<file path="config.mk">
export PLATFORM = sky130hd
export DESIGN_NAME = vec_dot_accum
export DESIGN_NICKNAME = d
export VERILOG_FILES = /design/src/rtl/vec_dot_accum.sv
export SDC_FILE = /design/constraint.sdc
export NUM_CORES = 1
export LEC_CHECK = 0
export ABC_AREA = 1
export CAP_MARGIN = 0
export CORE_UTILIZATION = 60
export CTS_CLUSTER_SIZE = 8
export DETAILED_ROUTE_END_ITERATION = 6
export PLACE_DENSITY = 0.88
export SLEW_MARGIN = 10
export SYNTH_ARGS = -nofsm -noshare
export SYNTH_HDL_FRONTEND = slang
export SYNTH_SLANG_ARGS = --single-unit
export TNS_END_PERCENT = 20
</file>
<file path="constraint.sdc">
create_clock -name clk -period 7.5 [get_ports clk]
set_clock_uncertainty 0.1 [all_clocks]
set_input_delay 1.125 -clock clk [delete_from_list [all_inputs] [get_ports clk]]
set_output_delay 1.125 -clock clk [all_outputs]
set_load 0.05 [all_outputs]
</file>
<file path="src/rtl/vec_dot_accum.sv">
// Pipelined unsigned dot-product accumulator: captures a*b per element index,
// sums over one vector and hands the result out through a one-entry buffer.
module vec_dot_accum #(
    parameter int unsigned LEN = 16
) (
    input  logic        clk,
    input  logic        rst,
    input  logic        enable,
    input  logic [3:0]  count,
    input  logic [7:0]  a,
    input  logic [7:0]  b,
    input  logic        out_ready,
    output logic        out_valid,
    output logic [19:0] result,
    output logic        seq_err,
    output logic        overrun
);

    localparam logic [3:0] LastIdx = 4'(LEN - 1);

    logic        en_q;
    logic        v1_q, v1_d;
    logic [15:0] p1_q, p1_d;
    logic [3:0]  i1_q, i1_d;
    logic [3:0]  exp_q, exp_d;
    logic [19:0] acc_q, acc_d;
    logic        valid_q, valid_d;
    logic [19:0] result_q, result_d;
    logic        seq_err_q, seq_err_d;
    logic        overrun_q, overrun_d;

    logic        idx_ok;
    logic        last;
    logic        offer;
    logic [19:0] sum;

    // Index 0 always restarts a vector; otherwise only the expected successor is taken.
    always_comb begin
        idx_ok = (32'(count) < LEN) &&
                 ((count == 4'd0) || ((count == exp_q) && (exp_q != 4'd0)));

        v1_d      = 1'b0;
        p1_d      = p1_q;
        i1_d      = i1_q;
        exp_d     = exp_q;
        seq_err_d = seq_err_q;

        if (en_q) begin
            p1_d = 16'(a) * 16'(b);
            i1_d = count;
            if (idx_ok) begin
                v1_d  = 1'b1;
                exp_d = (count == LastIdx) ? 4'd0 : count + 4'd1;
            end else begin
                seq_err_d = 1'b1;
            end
        end
    end

    always_comb begin
        sum   = (i1_q == 4'd0) ? 20'(p1_q) : acc_q + 20'(p1_q);
        last  = (i1_q == LastIdx);
        offer = v1_q && last;

        acc_d = acc_q;
        if (v1_q) begin
            acc_d = last ? 20'd0 : sum;
        end

        valid_d   = valid_q;
        result_d  = result_q;
        overrun_d = overrun_q;
        if (offer) begin
            if (!valid_q || out_ready) begin
                result_d = sum;
                valid_d  = 1'b1;
            end else begin
                overrun_d = 1'b1;
            end
        end else if (valid_q && out_ready) begin
            valid_d = 1'b0;
        end
    end

    always_ff @(posedge clk) begin
        if (rst) begin
            en_q      <= 1'b0;
            v1_q      <= 1'b0;
            p1_q      <= '0;
            i1_q      <= '0;
            exp_q     <= '0;
            acc_q     <= '0;
            valid_q   <= 1'b0;
            result_q  <= '0;
            seq_err_q <= 1'b0;
            overrun_q <= 1'b0;
        end else begin
            en_q      <= enable;
            v1_q      <= v1_d;
            p1_q      <= p1_d;
            i1_q      <= i1_d;
            exp_q     <= exp_d;
            acc_q     <= acc_d;
            valid_q   <= valid_d;
            result_q  <= result_d;
            seq_err_q <= seq_err_d;
            overrun_q <= overrun_d;
        end
    end

    assign out_valid = valid_q;
    assign result    = result_q;
    assign seq_err   = seq_err_q;
    assign overrun   = overrun_q;

endmodule

</file>
==> results list, run 1 <==
- Flip-flop and latch area: 1380 µm²
- After floorplanning, the core was divided into 36 placement rows.
- RSZ-0062 raised after global routing: false
- The routed layout has 5833 vias.
- Per report_power, the clock group accounts for 28.7% of the total.
- Summing internal, switching and leakage power gives 1.33 mW.
- The first TritonRoute pass finished after 5 iterations.
- The count of buffers added on input and output ports is 46.
- Clock insertion delay at the later pin of the skew report: 0.36 ns
* Syn avg cell area: 6.62 µm²
- Tightest Hold Check Type: flop to flop
- The first global-routing pass estimated 25600 µm of wire.
- In this run the static leakage power is 3.74 nW.
- Once the clock tree was built, the resizer swapped 0 gates to a different size.
- Proportion of layout cells with a drive suffix above 1: 4.54%
- Detailed Route WL: 14500 µm
- The critical path contains buffers and inverters numbering 5 combined.
- Most area-hungry cell type in the Yosys netlist: sky130_fd_sc_hd__dfxtp_1
- Fraction of power consumed by sequential logic: 29.5%
- After routing, the total negative slack on setup checks comes to 0 ns.
- Prior to clock tree synthesis, the placed netlist has a worst setup slack of 1.79 ns.
- The tool flagged a number of max-cap violations equal to 0.
- Effective utilization at floorplan: 62.8%
- STA puts the critical path data arrival time at 5.48 ns.
- Fill cell total of the finished layout: 840
- In the final layout, the multi-input gates occupy 3970 µm².
* Cell types with the largest area share after synthesis: sky130_fd_sc_hd__dfxtp_1, sky130_fd_sc_hd__nand2_1, sky130_fd_sc_hd__fa_1
- Number of diodes: 0
* Routability cong.: 0.943
- The worst setup path is launched from an input port.
- Area delta synth->final: 11.6%
- The count of final max-slew check failures is 0.
- Number of buffers on the longest clock path: 2
- Clock-pin slew was measured on the worst setup and hold paths at 0.07 ns.
* Fraction of registers with async set/reset: 0%
* Boundary pin count: 47
- In this run the vertical extent of the chip is 104 µm.
- Die Outline Area: 10800 µm²
* Gr usage total: 28.8%
- Longest individual stage delay on the worst path: 0.63 ns
- Detailed placement finished with a half-perimeter wire length of 11100 µm.
- Number of DRC markers in iteration 0: 329
* Final hold viol count: 0
* Count of hold-fix buffers inserted at cts: 0
- TritonCTS clock tree: yes
* Shortest period the worst path allows: 5.34 ns
- For the pin with the worst max-slew slack, the measured transition is 0.972 ns.
* Residual DRC count: 0
- Pwr dens: 191 nW/µm²
- The number of antenna violations at the first check in global routing was 0.
* Fraction of power consumed by combinational cells: 41.8%
- Number of setup violations in the final report: 0
- Synthesis produced 943 cells.
* Wirelength per Cell: 13.1 µm
- Clock Tree Root: sky130_fd_sc_hd__clkbuf_8
- The number of global-route vias before repair is 5700.
* Portion of the post-synthesis area used by sequential elements: 22.1%
* Maximum VDD drop: 0.133 mV
- Clock tree synthesis inserted a total of 9 buffers.
- Synthesis produced a netlist with a net count of 1058.
- In this run the post-CTS setup repair buffer count came out at 0.
- The clock tree synthesis step divided the H-tree into 3 levels.
- Among cell families on the critical path, the largest total delay comes from adder cells.
- The signal on the critical path passes through clkdlybuf4s50_1, nand2_1, fa_1, fa_1, inv_1, fa_1, inv_1, fa_1, inv_1, ha_1, a21oi_1, o21ai_0, a21oi_1, o21ai_0, nand2_1, nand2_1, o21ai_0, inv_1.
- Number of warning messages in the yosys log: 0
- Entering global routing, the biggest net connects 42 pins.
* Worst-path cell with the longest stage delay: sky130_fd_sc_hd__clkdlybuf4s50_1
- Leading cell types by count after synthesis: sky130_fd_sc_hd__nand2_1, sky130_fd_sc_hd__inv_1, sky130_fd_sc_hd__a21oi_1, sky130_fd_sc_hd__dfxtp_1, sky130_fd_sc_hd__ha_1
* Number of vias per cell after detailed routing: 5.29
* Int Pwr: 0.822 mW
- Number of synthesized flops with an enable pin: 0
- Finished Core Util: 70.1%
- Register bit total from synthesis: 69
- Highest Clock Rate: 187 MHz
- Switching Share: 38.3%
- The worst path uses 71.3% of the clock period.
- Number of nets in the final layout: 1080
- Worst Setup Slack, final: 2.16 ns
- The worst setup path is captured at a flop.
- Instance area after placement: 6730 µm²
- Required time reported for the critical path endpoint: 7.64 ns
- Width of the die: 104 µm
- Rel. slew slack: 35.1%
- The total area inside the core boundary comes to 9950 µm².
* Total number of clock tree sinks: 69
- The netlist uses 41 different library cells.
- Along the worst path, the maximum fanout reaches 8.
* Net load switching power: 0.511 mW
- The cell area that synthesis handed to floorplanning was 6250 µm².
- Among all cell types in the netlist, the one instantiated most often is sky130_fd_sc_hd__nand2_1.
- The detail route stage leaves a number of antenna-violating nets equal to 0.
- Run status: completed
- For this run, the leading register cell type out of synthesis is sky130_fd_sc_hd__dfxtp_1.
- Post-route cell area: 6970 µm²
- The critical path is of the input port to flop type.
- Grt ovf: 0
- After synthesis, the largest area contributor takes up 22.1% of total cell area.
-- registers in the layout (all words and copies together) (netlist names) --
register,flops
result,20
en_q,1
seq_err,1
exp_q,4
overrun,1
acc_q,20
out_valid,1
v1_q,1
p1_q,16
i1_q,4
-- power by group through the flow --
stage | logic [mW] | registers, mW | clock network [mW]
global route | 0.645 | 0.394 | 0.400
CTS | 0.556 | 0.392 | 0.382
detailed placement | 0.546 | 0.401 | 0
floorplan | 0.428 | 0.397 | 0
finish | 0.557 | 0.393 | 0.383
global placement | 0.532 | 0.400 | 0
-- path summary, 6_finish.rpt --
kind                            cells after the start  startpoint  slack (ns)       end
worst max-delay path                               18        a[0]        2.16  p1_q[12]
worst min register to register                      2    acc_q[7]        0.37  acc_q[7]
worst min-delay path                                2    acc_q[7]        0.37  acc_q[7]
worst max register to register                     12     p1_q[0]        5.23  acc_q[8]
-- through the flow --
stage,instances,hold WS (ns)
after floorplan,943,0.339
after global placement,1087,0.339
after detailed placement,1087,0.354
after CTS,1103,0.369
after global routing,1103,0.387
final,1103,0.370
-- cells by family (layout without fill, tap and decap cells) --
kind of cell,Yosys count,in the layout,synth area share [%]
AOI/OAI and AO/OA,146,146,12.7
xor gates and xnor gates,11,11,1.54
adders and majority gates,91,91,22.7
buffers and inverters,232,259,14.3
DFF,69,69,22.1
and+or+nand+nor,394,394,26.6
-- worst register-to-register path: cells and delay by family, from the launching register on --
family	cells	cell delay, ns
AND/OR/NAND/NOR	7	0.71
adder cells (fa/ha/maj)	2	0.70
flip-flops	1	0.32
AO/OA/AOI/OAI	2	0.24
buffers and inverters	1	0.09
-- per-layer routing --
layer  wire (µm)  GRT usage, %  part of all wire, %  vias to the layer above
met4         616          14.7                  4.2                        0
met3         765          5.14                  5.3                       45
met5           0             0                    0                        -
met1        6000          33.8                   41                     2641
met2        7120          50.4                   49                      182
li1            -             -                    -                     2965
-- layout make-up --
cell class,instances,share of cell area (%)
Clock buffer,11,2.03
Clock inverter,5,1.54
Inverter,195,10.5
Multi-Input combinational cell,642,56.9
Sequential cell,69,19.8
Tap cell,133,2.39
Timing Repair Buffer,48,6.82
-- cell usage in the layout, fill, tap and decap left out, types with 2 or more instances in the layout --
| cell | netlist | final |
|---|---|---|
| sky130_fd_sc_hd__inv_1 | 190 | 190 |
| sky130_fd_sc_hd__clkbuf_8 | 1 | 10 |
| sky130_fd_sc_hd__nand2_1 | 253 | 253 |
| sky130_fd_sc_hd__nor2_1 | 49 | 49 |
| sky130_fd_sc_hd__a21oi_2 | 2 | 2 |
| sky130_fd_sc_hd__bufinv_16 | 0 | 3 |
| sky130_fd_sc_hd__a21o_1 | 2 | 2 |
| sky130_fd_sc_hd__buf_4 | 3 | 2 |
| sky130_fd_sc_hd__clkdlybuf4s50_1 | 0 | 46 |
| sky130_fd_sc_hd__nand3_1 | 48 | 48 |
| sky130_fd_sc_hd__o21ai_0 | 47 | 47 |
| sky130_fd_sc_hd__nand3b_1 | 4 | 4 |
| sky130_fd_sc_hd__o211ai_1 | 3 | 3 |
| sky130_fd_sc_hd__nand3_2 | 2 | 2 |
| sky130_fd_sc_hd__xor2_1 | 3 | 3 |
| sky130_fd_sc_hd__xnor2_1 | 8 | 8 |
| sky130_fd_sc_hd__nand4_1 | 14 | 14 |
| sky130_fd_sc_hd__clkinv_4 | 0 | 2 |
| sky130_fd_sc_hd__fa_1 | 37 | 37 |
| sky130_fd_sc_hd__o21a_1 | 4 | 4 |
| sky130_fd_sc_hd__nor3_1 | 5 | 5 |
| sky130_fd_sc_hd__o21ai_1 | 2 | 2 |
| sky130_fd_sc_hd__nand2_2 | 9 | 9 |
| sky130_fd_sc_hd__and2_1 | 2 | 2 |
| sky130_fd_sc_hd__nor2_2 | 3 | 3 |
| sky130_fd_sc_hd__dfxtp_1 | 69 | 69 |
| sky130_fd_sc_hd__o21bai_1 | 2 | 2 |
| sky130_fd_sc_hd__a211oi_1 | 2 | 2 |
| sky130_fd_sc_hd__o21ai_2 | 2 | 2 |
| sky130_fd_sc_hd__ha_1 | 54 | 54 |
| sky130_fd_sc_hd__a21oi_1 | 77 | 77 |
| sky130_fd_sc_hd__inv_2 | 4 | 4 |
(Power assumes the default switching activity.)
==> run 2: changes to the inputs <==
- clock period: 7.5 -> 5.6 ns (I/O delays scaled with it)
==> results list, run 2 (synthesis results as in run 1) <==
- Capturing element type of the critical path: flop (unchanged)
- The row count came to 36 (unchanged).
- Boundary pin count: 47 (unchanged)
- The most frequent standard cell in the layout excluding fill and tap cells is sky130_fd_sc_hd__nand2_1 (unchanged).
- The data required time at the worst endpoint came to 5.73 ns (was 7.64 ns).
* RSZ-0062 raised after global routing: false (unchanged)
* Largest driver fanout on the critical path: 8 (unchanged)
- Setup Fix Bufs, Post-CTS: 0 (unchanged)
- Run status: completed (unchanged).
* Post-CTS clock slew at the launch and capture registers of the worst setup and hold paths: 0.07 ns (about the same)
* Rel. slew slack: 35.6% (was 35.1%)
- Total number of clock tree sinks: 69 (unchanged)
* Resized cells post-CTS: 0 (unchanged)
- Worst path cell trace: clkdlybuf4s50_1, nand2_1, fa_1, fa_1, inv_1, fa_1, inv_1, fa_1, inv_1, ha_1, a21oi_1, o21ai_0, a21oi_1, o21ai_0, nand2_1, nand2_1, o21ai_0, inv_1 (unchanged).
- Number of buffers added on ports: 46 (unchanged)
- The worst path in the final design needs a cycle of 5.03 ns, including I/O delays and setup.
* Number of DRC markers in iteration 0: 360 (was 329)
- Placement Setup Slack: 0.257 ns (was 1.79 ns)
- The number of vias per cell after detailed routing was 5.33 (was 5.29).
- The total vias in the final route came to 5903 (was 5833).
* Worst r2r path cells: 12 (unchanged)
- Total core area: 9950 µm² (unchanged)
* Final hold viol count: 0 (unchanged)
* Height of the chip: 104 µm (unchanged)
* Half-perimeter wire length of the detailed placement result: 11500 µm (was 11100 µm)
- Pin count of the biggest net entering global routing: 42 (unchanged)
- Pwr dens: 254 nW/µm² (was 191 nW/µm²)
- Based on the critical path, the design can be clocked at up to 199 MHz.
- The post-route worst hold slack is 0.370 ns (about the same).
- The category of the most critical setup path is input port to flop (unchanged).
* Grt ovf: 0 (unchanged)
* Instance area after placement: 6760 µm² (was 6730 µm²)
* Htree depth: 3 (unchanged)
- Leak pwr: 3.77 nW (was 3.74 nW)
* Crit start category: input port (unchanged)
- Leading cell types in the layout, fill and taps excluded: sky130_fd_sc_hd__nand2_1, sky130_fd_sc_hd__inv_1, sky130_fd_sc_hd__a21oi_1 (unchanged).
* Total negative setup slack: 0 ns (unchanged)
* Wire length of the first global-routing pass: 25500 µm (was 25600 µm)
- Die Outline Area: 10800 µm² (unchanged)
* Number of max-slew violations in the final report: 0 (unchanged)
- Vias in the first global route: 5815 (was 5700)
* Initial antenna violation count: 0 (unchanged)
- The routability congestion estimate from global placement was 0.899 (was 0.943).
- Detailed Routing Iterations Pass 1: 5 (unchanged)
- The final routed wirelength across all metal layers is 15000 µm (was 14500 µm).
- The post-layout net count was 1085 (was 1080).
- Longest individual stage delay on the worst path: 0.65 ns (was 0.63 ns)
- The final antenna-violating net count is 0 (unchanged).
- Number of buffers on the longest clock path: 2 (unchanged)
* Number of maximum-capacitance constraint violations: 0 (unchanged)
- Width of the die: 104 µm (unchanged)
- The endpoint arrival time on the critical path came to 5.17 ns (was 5.48 ns).
* Share of the cycle needed by the critical path after routing: 89.9%
- Count of hold-fix buffers inserted at cts: 0 (unchanged)
- Gr usage total: 28.7% (was 28.8%)
- Worst Setup Slack, final: 0.566 ns (was 2.16 ns)
- The final instance area was 7010 µm² (was 6970 µm²).
- Slew of the pin with the lowest slew margin: 0.965 ns (was 0.972 ns)
- Worst hold path depth: 2 (unchanged)
* Residual DRC count: 0 (unchanged)
- The post-detailed-route wirelength per cell came to 13.5 µm (was 13.1 µm).
- The setup slack on the worst flop-to-flop path came to 3.32 ns (was 5.23 ns).
- The initial cell density of the core was 62.8% (unchanged).
* Number of diodes: 0 (unchanged)
* Area delta synth->final: 12.2% (was 11.6%)
- The number of clock buffers inserted by TritonCTS came to 9 (unchanged).
- Number of setup violations in the final report: 0 (unchanged)
* Worst-path cell with the longest stage delay: sky130_fd_sc_hd__clkdlybuf4s50_1 (unchanged)
* Clock insertion delay at the later pin of the skew report: 0.35 ns (was 0.36 ns)
- The buffer cell driving the clock tree root was sky130_fd_sc_hd__clkbuf_8 (unchanged).
- The peak ir drop on the vdd network is 0.165 mV (was 0.133 mV).
* TritonCTS clock tree: yes (unchanged)
- Tightest Hold Check Type: flop to flop (unchanged)
- The fraction of layout cells with a size suffix above 1 is 5.03% (was 4.54%).
[run 2: changes by cell type in the layout (fill, tap and decap cells not counted), sizes merged]
cell  before  now
buf        2    7
[run 2: through the flow]
step	utilization, %	power, mW	cells
floorplan	-	1.10	943
global placement	67.9	1.25	1092
detailed placement	67.9	1.27	1092
CTS	70.4	1.77	1108
global route	70.4	1.91	1108
finish	70.4	1.78	1108
[run 2: final cells by class]
class / instances / area [µm²]
Inverter: 195 / 732
Clock buffer: 11 / 141
Clock inverter: 5 / 108
Multi-Input combinational cell: 642 / 3970
Fill cell: 834 / 2940
Sequential cell: 69 / 1380
Tap cell: 133 / 166
Timing Repair Buffer: 53 / 513
[run 2: final timing paths]
kind,start,end
max,a[3],p1_q[12]
min,result[1],result[1]
max reg2reg,p1_q[0],acc_q[8]
min reg2reg,result[1],result[1]
[run 2: metal layers]
metal	vias up	global-route usage, %	routed length (µm)
li1	2976	-	-
met1	2686	33.1	6230
met2	194	51.7	7380
met3	47	4.14	707
met4	0	14.1	673
met5	-	0	0
[run 2: power by group]
group,total [mW],switching (mW),leakage (nW),internal [mW]
Clock,0.503,0.193,0.124,0.310
Combinational,0.749,0.466,3.08,0.284
Sequential,0.527,0.0183,0.560,0.509
[run 2: worst max-delay path: cells and delay by family]
family	cells	cell delay [ns]
and+or+nand+nor	3	0.25
AOI/OAI and AO/OA	5	0.83
buffers and inverters	5	0.85
adders and majority gates	5	2.39
==> run 3: changes to the inputs <==
- SLEW_MARGIN: 10 -> unset
==> results of run 3 <==
The final DEF is identical to that of run 2; final timing and power are the same.
